`src/rtl/if_prefetch_queue_if.sv`:
```
// Bundles the redirect, instruction-memory and decode-side signals of the prefetch queue.
// The master modport is the queue itself; the slave modport is its environment.
interface if_prefetch_queue_if #(
  parameter int unsigned DEPTH = 4
);
  localparam int unsigned CountW = $clog2(DEPTH) + 1;

  logic              redirect;
  logic [31:0]       redirect_pc;
  logic              imem_req;
  logic [31:0]       imem_addr;
  logic [31:0]       imem_rdata;
  logic              id_valid;
  logic              id_ready;
  logic [31:0]       id_ins;
  logic [31:0]       id_pc;
  logic [31:0]       id_pcp4;
  logic [CountW-1:0] count;

  modport master (
    input  redirect, redirect_pc, imem_rdata, id_ready,
    output imem_req, imem_addr, id_valid, id_ins, id_pc, id_pcp4, count
  );

  modport slave (
    output redirect, redirect_pc, imem_rdata, id_ready,
    input  imem_req, imem_addr, id_valid, id_ins, id_pc, id_pcp4, count
  );
endinterface

```
`src/rtl/if_prefetch_queue.sv`:
```
// Instruction-fetch front end: owns the fetch PC, issues 1-cycle-latency memory reads and
// queues returned words with their PC for decode; redirects flush and restart fetch.
module if_prefetch_queue #(
  parameter int unsigned DEPTH    = 4,
  parameter logic [31:0] RESET_PC = 32'h0000_0080
) (
  input  logic                  clk,
  input  logic                  reset,
  if_prefetch_queue_if.master   bus
);

  localparam int unsigned PtrW   = $clog2(DEPTH);
  localparam int unsigned CountW = $clog2(DEPTH) + 1;
  localparam logic [CountW:0] DepthW = (CountW+1)'(DEPTH);

  logic [31:0]       fetch_pc_q, fetch_pc_d;
  logic [PtrW-1:0]   head_q, head_d;
  logic [PtrW-1:0]   tail_q, tail_d;
  logic [CountW-1:0] count_q, count_d;
  logic              inflight_q, inflight_d;
  logic              epoch_q, epoch_d;
  logic              req_epoch_q, req_epoch_d;
  logic [31:0]       req_addr_q, req_addr_d;
  logic [31:0]       fifo_ins_q [DEPTH];
  logic [31:0]       fifo_ins_d [DEPTH];
  logic [31:0]       fifo_pc_q  [DEPTH];
  logic [31:0]       fifo_pc_d  [DEPTH];

  logic [CountW:0] credit_used;
  logic            issue;
  logic            resp_ok;
  logic            push;
  logic            pop;
  logic            valid;

  // Credit counts the in-flight read so a response always has a free slot; pops are ignored.
  assign credit_used = {1'b0, count_q} + {{CountW{1'b0}}, inflight_q};
  assign issue       = !reset && !bus.redirect && (credit_used < DepthW);
  assign resp_ok     = inflight_q && (req_epoch_q == epoch_q);
  assign push        = resp_ok && !reset && !bus.redirect;
  assign valid       = !reset && (count_q != '0);
  assign pop         = valid && bus.id_ready;

  assign bus.imem_req  = issue;
  assign bus.imem_addr = fetch_pc_q;
  assign bus.id_valid  = valid;
  assign bus.id_ins    = fifo_ins_q[head_q];
  assign bus.id_pc     = fifo_pc_q[head_q];
  assign bus.id_pcp4   = fifo_pc_q[head_q] + 32'd4;
  assign bus.count     = count_q;

  always_comb begin
    fetch_pc_d  = fetch_pc_q;
    head_d      = head_q;
    tail_d      = tail_q;
    count_d     = count_q;
    inflight_d  = inflight_q;
    epoch_d     = epoch_q;
    req_epoch_d = req_epoch_q;
    req_addr_d  = req_addr_q;
    fifo_ins_d  = fifo_ins_q;
    fifo_pc_d   = fifo_pc_q;

    if (reset) begin
      fetch_pc_d = RESET_PC;
      head_d     = '0;
      tail_d     = '0;
      count_d    = '0;
      inflight_d = 1'b0;
      epoch_d    = 1'b0;
    end else if (bus.redirect) begin
      // Toggling the epoch orphans any read still returning after the flush.
      fetch_pc_d = {bus.redirect_pc[31:2], 2'b00};
      head_d     = '0;
      tail_d     = '0;
      count_d    = '0;
      inflight_d = 1'b0;
      epoch_d    = ~epoch_q;
    end else begin
      if (push) begin
        fifo_ins_d[tail_q] = bus.imem_rdata;
        fifo_pc_d[tail_q]  = req_addr_q;
        tail_d             = tail_q + PtrW'(1);
      end
      if (pop) begin
        head_d = head_q + PtrW'(1);
      end
      unique case ({push, pop})
        2'b10:   count_d = count_q + CountW'(1);
        2'b01:   count_d = count_q - CountW'(1);
        default: count_d = count_q;
      endcase
      inflight_d = issue;
      if (issue) begin
        fetch_pc_d  = fetch_pc_q + 32'd4;
        req_epoch_d = epoch_q;
        req_addr_d  = fetch_pc_q;
      end
    end
  end

  always_ff @(posedge clk) begin
    fetch_pc_q  <= fetch_pc_d;
    head_q      <= head_d;
    tail_q      <= tail_d;
    count_q     <= count_d;
    inflight_q  <= inflight_d;
    epoch_q     <= epoch_d;
    req_epoch_q <= req_epoch_d;
    req_addr_q  <= req_addr_d;
  end

  // Storage carries no reset; occupancy alone decides which entries are meaningful.
  always_ff @(posedge clk) begin
    fifo_ins_q <= fifo_ins_d;
    fifo_pc_q  <= fifo_pc_d;
  end

endmodule
```
`src/flat_wrapper.sv`:
```
// flat-port wrapper written by rule: the top's interface ports become plain ports
module if_prefetch_queue_flat 
#(
  parameter int unsigned DEPTH    = 4,
  parameter logic [31:0] RESET_PC = 32'h0000_0080
)
  (clk, reset, bus_redirect, bus_redirect_pc, bus_imem_rdata, bus_id_ready, bus_imem_req, bus_imem_addr, bus_id_valid, bus_id_ins, bus_id_pc, bus_id_pcp4, bus_count);
  if_prefetch_queue_if #(.DEPTH(DEPTH)) bus_i ();
  input  logic clk;
  input  logic reset;
  input wire logic [$bits(bus_i.redirect)-1:0] bus_redirect;
  input wire logic [$bits(bus_i.redirect_pc)-1:0] bus_redirect_pc;
  input wire logic [$bits(bus_i.imem_rdata)-1:0] bus_imem_rdata;
  input wire logic [$bits(bus_i.id_ready)-1:0] bus_id_ready;
  output wire logic [$bits(bus_i.imem_req)-1:0] bus_imem_req;
  output wire logic [$bits(bus_i.imem_addr)-1:0] bus_imem_addr;
  output wire logic [$bits(bus_i.id_valid)-1:0] bus_id_valid;
  output wire logic [$bits(bus_i.id_ins)-1:0] bus_id_ins;
  output wire logic [$bits(bus_i.id_pc)-1:0] bus_id_pc;
  output wire logic [$bits(bus_i.id_pcp4)-1:0] bus_id_pcp4;
  output wire logic [$bits(bus_i.count)-1:0] bus_count;
  assign bus_i.redirect = bus_redirect;
  assign bus_i.redirect_pc = bus_redirect_pc;
  assign bus_i.imem_rdata = bus_imem_rdata;
  assign bus_i.id_ready = bus_id_ready;
  assign bus_imem_req = bus_i.imem_req;
  assign bus_imem_addr = bus_i.imem_addr;
  assign bus_id_valid = bus_i.id_valid;
  assign bus_id_ins = bus_i.id_ins;
  assign bus_id_pc = bus_i.id_pc;
  assign bus_id_pcp4 = bus_i.id_pcp4;
  assign bus_count = bus_i.count;
  if_prefetch_queue #(.DEPTH(DEPTH), .RESET_PC(RESET_PC)) u_core (.clk(clk), .reset(reset), .bus(bus_i));
endmodule
```
`config.mk`:
```
export PLATFORM = sky130hd
export DESIGN_NAME = if_prefetch_queue_flat
export DESIGN_NICKNAME = d
export VERILOG_FILES = /design/src/rtl/if_prefetch_queue_if.sv /design/src/rtl/if_prefetch_queue.sv /design/src/flat_wrapper.sv
export SDC_FILE = /design/constraint.sdc
export NUM_CORES = 1
export LEC_CHECK = 0
export CELL_PAD_IN_SITES_DETAIL_PLACEMENT = 1
export CELL_PAD_IN_SITES_GLOBAL_PLACEMENT = 2
export CORE_AREA = 4 4 197 199
export CTS_BUF_LIST = sky130_fd_sc_hd__clkbuf_4
export CTS_CLUSTER_DIAMETER = 50
export DETAILED_ROUTE_END_ITERATION = 12
export DIE_AREA = 0 0 201 203
export GPL_ROUTABILITY_DRIVEN = 0
export PLACE_DENSITY_LB_ADDON = 0.12
export SYNTH_ARGS = -nofsm -noshare
export SYNTH_HDL_FRONTEND = slang
export SYNTH_SLANG_ARGS = --single-unit
```
`constraint.sdc`:
```
create_clock -name clk -period 4 [get_ports clk]
set_input_delay 1.2 -clock clk [delete_from_list [all_inputs] [get_ports clk]]
set_output_delay 1.2 -clock clk [all_outputs]
set_load 0.005 [all_outputs]
```
==> impl_metrics.py, run 1 <==
metrics = {
    "pwr": {
        "netSwitchingPower_uw": 1490,
        "p_total_uw": 6940,
        "power_frac_comb": 0.041,
        "ir_drop_mv": 0.206,
        "p_int_uw": 5450,
        "seqPwrFrac": 0.536,
        "power.density_nw_per_um2": 402,
        "switching_share": 0.214,
        "p_leak_uw": 0.00588,
        "clock_power_share": 0.423,
    },
    "sta": {
        "setup-violations-final": 1,
        "finalHoldViolCount": 0,
        "fmax_ghz": 0.250,
        "fin_crit_sh": 1.00,
        "finalClockSkew_ns": 0.0406,
        "max_slew_margin": 0.121,
        "fin_crit_ns": 4.00,
        "drv_slew": 0,
        "tightest_slew_ns": 1.31,
        "hold_slack_ns": 0.498,
        "setup_ws_ns": -0.00333,
        "rsz0062_at_grt": "true",
    },
    "floorplan": {
        "fp.dieH_microns": 203,
        "core_area_sq_um": 37200,
        "dieWidth_microns": 201,
        "ioPinCount": 201,
        "initial_core_util": 0.344,
        "rows": 71,
        "fp.dieArea_sq_um": 40800,
    },
    "worst_setup_path": {
        "start_kind": "flip-flop",
        "arrival_ns": 2.80,
        "crit_chain": "buf_12 -> mux4_2 -> buf_4 -> nand4_4 -> nor4_4 -> buf_6 -> buf_6 -> nand4_1 -> xnor2_2 -> buf_2",
        "path_max_fanout": 6,
        "r2r_end": "u_core.bus.imem_addr[11]$_SDFFE_PP0P_",
        "max_stage_delay_ns": 0.38,
        "criticalPathCategory": "reg -> out",
        "cp-end-kind": "output pin",
        "cpMostUsedCell": "buf_6",
        "crit_required_ns": 2.80,
        "crit_slowest_cell": "dfxtp_4",
        "r2r_start": "u_core.bus.count[1]$_SDFFE_PN0P_",
        "r2r_slack_ns": 1.18,
        "ff2ff_path_depth": 7,
    },
    "grt": {
        "grt_max_degree": 63,
        "grt.busiest_layer": "met2",
        "antenna_found_initial": 2,
        "grt_pass1_wl_microns": 52000,
        "grt_pass1_vias": 8894,
        "use_met1": 0.215,
        "gr-total-overflow": 0,
        "gr-usage-met3": 0.0460,
        "grt_use_total": 0.164,
        "use_met2": 0.271,
    },
    "clocking": {
        "cts.path.max_buffers": 3,
        "clk_pin_slew_worst_paths_ns": 0.06,
        "root_buffer": "clkbuf_4",
        "clk_latency_ns": 0.74,
        "cts_tree": "built",
        "holdBufCountCts": 0,
        "htree_levels": 3,
        "numCtsBuffers": 86,
        "clkSinkCount": 318,
    },
    "finish": {
        "ff_latch_area_sq_um": 9170,
        "layout-drive-gt1-share": 0.301,
        "nets": 1155,
        "multi_input_area_sq_um": 3530,
        "layout.cells.non_filler": 1616,
        "fill_cells": 3691,
        "area_growth_pct": 34.6,
    },
    "job": {
        "drv_cap": 0,
    },
    "synth": {
        "seq_area_frac_synth": 0.715,
        "synth_area_leaders": "edfxtp_1 (65%), mux4_2 (9.5%), dfxtp_1 (6.1%)",
        "synth_edf_count": 279,
        "syn_inst": 745,
        "synth_top_area_cell": "edfxtp_1",
        "synth_ff_type": "edfxtp_1",
        "synth-seq-cells": 318,
        "yosysWarnings": 0,
        "yosys.area.top_type_share": 0.654,
        "yosys-top-cells-count": "edfxtp_1 (279), mux4_2 (54), nand2_1 (40)",
        "avgSynthCellArea_sq_um": 17.2,
        "synthArstFlopShare": 0,
        "synth_cell_types": 57,
        "syn_area_sq_um": 12800,
        "synthMostInstantiatedCell": "edfxtp_1",
    },
    "drt": {
        "drt_iter0_drc": 358,
        "wl_per_cell_microns": 21.0,
        "ant_nets": 0,
        "drc": 0,
        "drt-total-wl_microns": 33900,
        "vias": 8023,
        "drtPass1Iterations": 5,
        "viasPerCell": 4.96,
    },
    "place": {
        "place_hpwl_microns": 22000,
        "port_buffers": 192,
        "placedCellCount": 1413,
        "pre_cts_ws_ns": -0.0589,
    },
    "min_path": {
        "whs_path_depth": 0,
        "holdPathEnd": "u_core.fifo_pc_q[117]$_DFFE_PP_",
        "hp-start": "u_core.req_addr_q[21]$_DFFE_PP_",
        "hp-class": "reg -> reg",
    },
    "outcome": {
        "status": "finished with violations",
        "violations": "setup timing",
    },
}
-- per-stage QoR --
step                TNS (ns)  cell area, sq um  utilization
detailed placement    -0.500             15500        0.418
CTS                    -1.59             17000        0.457
floorplan                  0             12800            -
global route           -2.58             17300        0.464
global placement     -0.0104             15500        0.418
finish              -0.00333             17300        0.464
-- state kept, by name, summed over array words and instances (netlist names) --
name and cells:
u_core.bus.count 3, u_core.bus.imem_addr 30, u_core.epoch_q 1, u_core.fifo_ins_q 128, u_core.fifo_pc_q 120, u_core.head_q 2
u_core.inflight_q 1, u_core.req_addr_q 30, u_core.req_epoch_q 1, u_core.tail_q 2
-- cell families after synthesis --
logic type | count (synthesis) | share of synthesized area
AND/OR/NAND/NOR | 180 | 0.0765
AO/OA/AOI/OAI | 78 | 0.0370
adder cells (fa/ha/maj) | 8 | 0.00839
XOR/XNOR | 37 | 0.0253
multiplexers | 68 | 0.116
other | 1 | 0.000293
buffers and inverters | 55 | 0.0218
flip-flops | 318 | 0.715
-- power by group through the flow --
stage / Clock (uW) / Sequential [uW] / Combinational (uW)
after CTS: 3060 / 3720 / 287
after global routing: 3290 / 3720 / 313
final: 2930 / 3720 / 287
after detailed placement: 0 / 3790 / 284
after floorplan: 0 / 3760 / 100
after global placement: 0 / 3780 / 276
-- cell type report --
class | count | share of cell area
antenna | 2 | 0.000290
clock buffer | 120 | 0.0522
clock inverter | 29 | 0.0128
inverter | 14 | 0.00305
multi-input combinational | 377 | 0.205
sequential | 318 | 0.531
tap | 474 | 0.0344
timing repair buffer | 282 | 0.161
-- per-layer routing --
layer,routed length (microns),up-vias
li1,-,3687
met1,14700,4058
met2,16700,233
met3,1970,45
met4,489,0
met5,0,-
-- worst max path at each step --
stage	slack, ns	depth (start not counted)	start	end
6_report	-0.003	10	u_core.head_q[0]$_SDFFE_PN0P_	bus_id_pcp4[28]
5_1_grt	-0.20	10	u_core.head_q[0]$_SDFFE_PN0P_	bus_id_pcp4[31]
4_1_cts	-0.20	10	u_core.head_q[0]$_SDFFE_PN0P_	bus_id_pcp4[28]
3_5_place_dp	-0.06	9	reset	u_core.bus.imem_addr[11]$_SDFFE_PP0P_
3_3_place_gp	-0.01	7	u_core.head_q[0]$_SDFFE_PN0P_	bus_id_pcp4[30]
2_1_floorplan	0.48	4	reset	bus_imem_req
-- critical path: cells and delay by family, from the launching register on --
family                    cells  cell delay [ns]
xor gates and xnor gates      1             0.17
muxes                         1             0.34
and+or+nand+nor               3             0.52
buffers and inverters         5             0.69
DFF                           1             0.38
-- what timing repair did --
| item | in CTS | in global routing |
|---|---|---|
| setup buffers | 34 | 18 |
| cloned | 2 | 0 |
| setup endpoints to repair | 65 | 32 |
| pin swaps | 19 | 22 |
| resized for setup | 126 | 50 |
-- layout by cell type (no fill, tap or decap), types with 8 or more instances in the layout --
master / instances
edfxtp_1: 279
clkdlybuf4s50_1: 146
clkbuf_4: 120
mux4_2: 62
buf_4: 59
dfxtp_1: 37
nand2_1: 36
a21oi_1: 29
nor2_1: 26
nand3_1: 25
clkinv_1: 21
xnor2_1: 20
buf_2: 20
nand4_1: 18
buf_12: 16
a31oi_1: 14
o21ai_0: 14
dlymetal6s2s_1: 13
buf_6: 13
inv_1: 12
xor2_1: 12
and3_1: 11
nor3_1: 8
nor4_1: 8
dlygate4sd2_1: 8
Power figures use the tool's default switching activity.
==> run 2: changes to the inputs <==
Settings changed: CELL_PAD_IN_SITES_DETAIL_PLACEMENT 1 to not set, CELL_PAD_IN_SITES_GLOBAL_PLACEMENT 2 to not set.
==> run 2 against run 1 <==
- the run still ends with setup timing left
- critical path depth rose by 1
- final cell count is essentially flat
- highest routed layer unchanged
- global-route usage fell by 1.0 points
==> impl_metrics.py, run 2 (same netlist as run 1, synthesis figures left out) <==
metrics = {
    "clocking": {
        "root_buffer": "clkbuf_4",
        "cts.path.max_buffers": 3,
        "holdBufCountCts": 0,
        "cts_tree": "built",
        "clkSinkCount": 318,
        "clk_latency_ns": 0.72,
        "clk_pin_slew_worst_paths_ns": 0.06,
        "htree_levels": 3,
        "numCtsBuffers": 86,
    },
    "sta": {
        "rsz0062_at_grt": "true",
        "setup_ws_ns": -0.156,
        "setup-violations-final": 17,
        "fin_tns_setup_ns": -1.04,
        "fin_crit_sh": 1.04,
        "hold_slack_ns": 0.496,
        "max_slew_margin": 0.227,
        "drv_slew": 0,
        "fin_crit_ns": 4.16,
        "fmax_ghz": 0.241,
        "tightest_slew_ns": 1.16,
        "finalClockSkew_ns": 0.0377,
        "finalHoldViolCount": 0,
    },
    "finish": {
        "area_growth_pct": 35.1,
        "largestRegisters": "u_core.fifo_ins_q x128, u_core.fifo_pc_q x120",
        "stdcell_area_sq_um": 17300,
        "layout_commonest_cell": "edfxtp_1",
        "nets": 1149,
        "layout-drive-gt1-share": 0.309,
        "regMostFlops": "u_core.fifo_ins_q",
        "largest_reg_flops": 128,
        "layout_common_cells": "edfxtp_1 (279), clkdlybuf4s50_1 (162), clkbuf_4 (127), mux4_2 (62), buf_4 (39)",
    },
    "worst_setup_path": {
        "arrival_ns": 2.96,
        "max_stage_delay_ns": 0.38,
        "crit_chain": "buf_8 -> buf_6 -> mux4_2 -> nand4_4 -> nor4_4 -> buf_6 -> buf_6 -> buf_6 -> nand4_1 -> xnor2_1 -> buf_2",
        "start_kind": "flip-flop",
        "ff2ff_path_depth": 7,
        "crit_required_ns": 2.80,
        "crit_slowest_cell": "dfxtp_4",
        "cp-startpoint": "u_core.head_q[0]$_SDFFE_PN0P_",
        "cpMostUsedCell": "buf_6",
        "cp-end-kind": "output pin",
        "r2r_start": "u_core.bus.count[0]$_SDFFE_PN0P_",
        "path_max_fanout": 5,
        "criticalPathCategory": "reg -> out",
    },
    "floorplan": {
        "ioPinCount": 201,
        "dieWidth_microns": 201,
        "fp.dieArea_sq_um": 40800,
        "fp.dieH_microns": 203,
        "initial_core_util": 0.344,
        "rows": 71,
        "core_area_sq_um": 37200,
    },
    "pwr": {
        "p_total_uw": 6960,
        "ir_drop_mv": 0.170,
        "power.density_nw_per_um2": 402,
        "p_leak_uw": 0.00580,
    },
    "grt": {
        "antenna_found_initial": 1,
        "gr-total-overflow": 0,
        "grt_max_degree": 48,
        "grt_pass1_wl_microns": 48700,
        "grt_use_total": 0.154,
        "grt_pass1_vias": 8244,
    },
    "place": {
        "place_hpwl_microns": 21000,
        "port_buffers": 192,
        "place_area_sq_um": 15600,
    },
    "min_path": {
        "hp-class": "reg -> reg",
        "whs_path_depth": 0,
        "hp-start": "u_core.req_addr_q[17]$_DFFE_PP_",
    },
    "outcome": {
        "status": "finished with violations",
        "violations": "setup timing",
    },
    "drt": {
        "drt-total-wl_microns": 31900,
        "drt_iter0_drc": 412,
        "wl_per_cell_microns": 19.8,
        "ant_nets": 0,
        "drc": 0,
        "vias": 7869,
        "drtPass1Iterations": 5,
        "viasPerCell": 4.87,
    },
    "job": {
        "drv_cap": 0,
    },
}
==> run 2: changes by cell type in the layout (fill, tap and decap cells not counted), sizes merged, moves of 4 or more <==
cell           change
clkbuf             +4
clkdlybuf4s50     +16
dlygate4sd2        -7
dlymetal6s2s      -12
==> run 2: critical path: cells and delay by family, from the launching register on <==
| family | cells | cell delay [ns] |
|---|---|---|
| buffers and inverters | 6 | 0.73 |
| AND/OR/NAND/NOR | 3 | 0.57 |
| flip-flops | 1 | 0.38 |
| multiplexers | 1 | 0.37 |
| XOR/XNOR | 1 | 0.18 |
==> run 2: per-layer routing <==
metal / GRT usage / part of all wire / up-vias
li1: - / - / 3683
met1: 0.206 / 0.45 / 3893
met2: 0.244 / 0.48 / 246
met3: 0.0414 / 0.054 / 47
met4: 0.0551 / 0.018 / 0
met5: 0 / 0 / -
==> run 2: stage by stage <==
| stage | std cells | setup WS [ns] | utilization |
|---|---|---|---|
| 2_1_floorplan | 750 | 0.478 | - |
| 3_3_place_gp | 1415 | 0.0708 | 0.419 |
| 3_5_place_dp | 1415 | 0.0561 | 0.419 |
| 4_1_cts | 1602 | -0.304 | 0.459 |
| 5_1_grt | 1615 | -0.347 | 0.465 |
| 6_report | 1615 | -0.156 | 0.465 |
==> run 2: worst paths after layout <==
path,end,slack (ns)
worst min-delay path,u_core.fifo_pc_q[49]$_DFFE_PP_,0.50
worst max-delay path,bus_id_pcp4[28],-0.16
worst max register to register,u_core.bus.imem_addr[23]$_SDFFE_PP0P_,1.38
worst min register to register,u_core.fifo_pc_q[49]$_DFFE_PP_,0.50
==> run 2: layout make-up <==
class,count,area [sq um]
Clock buffer,127,953
Timing Repair Buffer,276,2750
Antenna cell,1,2.50
Multi-Input combinational cell,377,3610
Inverter,14,52.6
Clock inverter,28,195
Fill cell,3328,19900
Sequential cell,318,9170
Tap cell,474,593
==> run 2: what timing repair did <==
item,CTS,global route
cloned,1,0
gates resized for setup,154,48
endpoints found under the setup margin,71,28
pin swaps,26,26
setup buffers,31,15
==> run 2: power by group <==
part           switching (uW)  leakage, uW  internal (uW)
logic                     124      0.00228            158
clock network            1320     0.000675           1650
registers                60.5      0.00285           3650
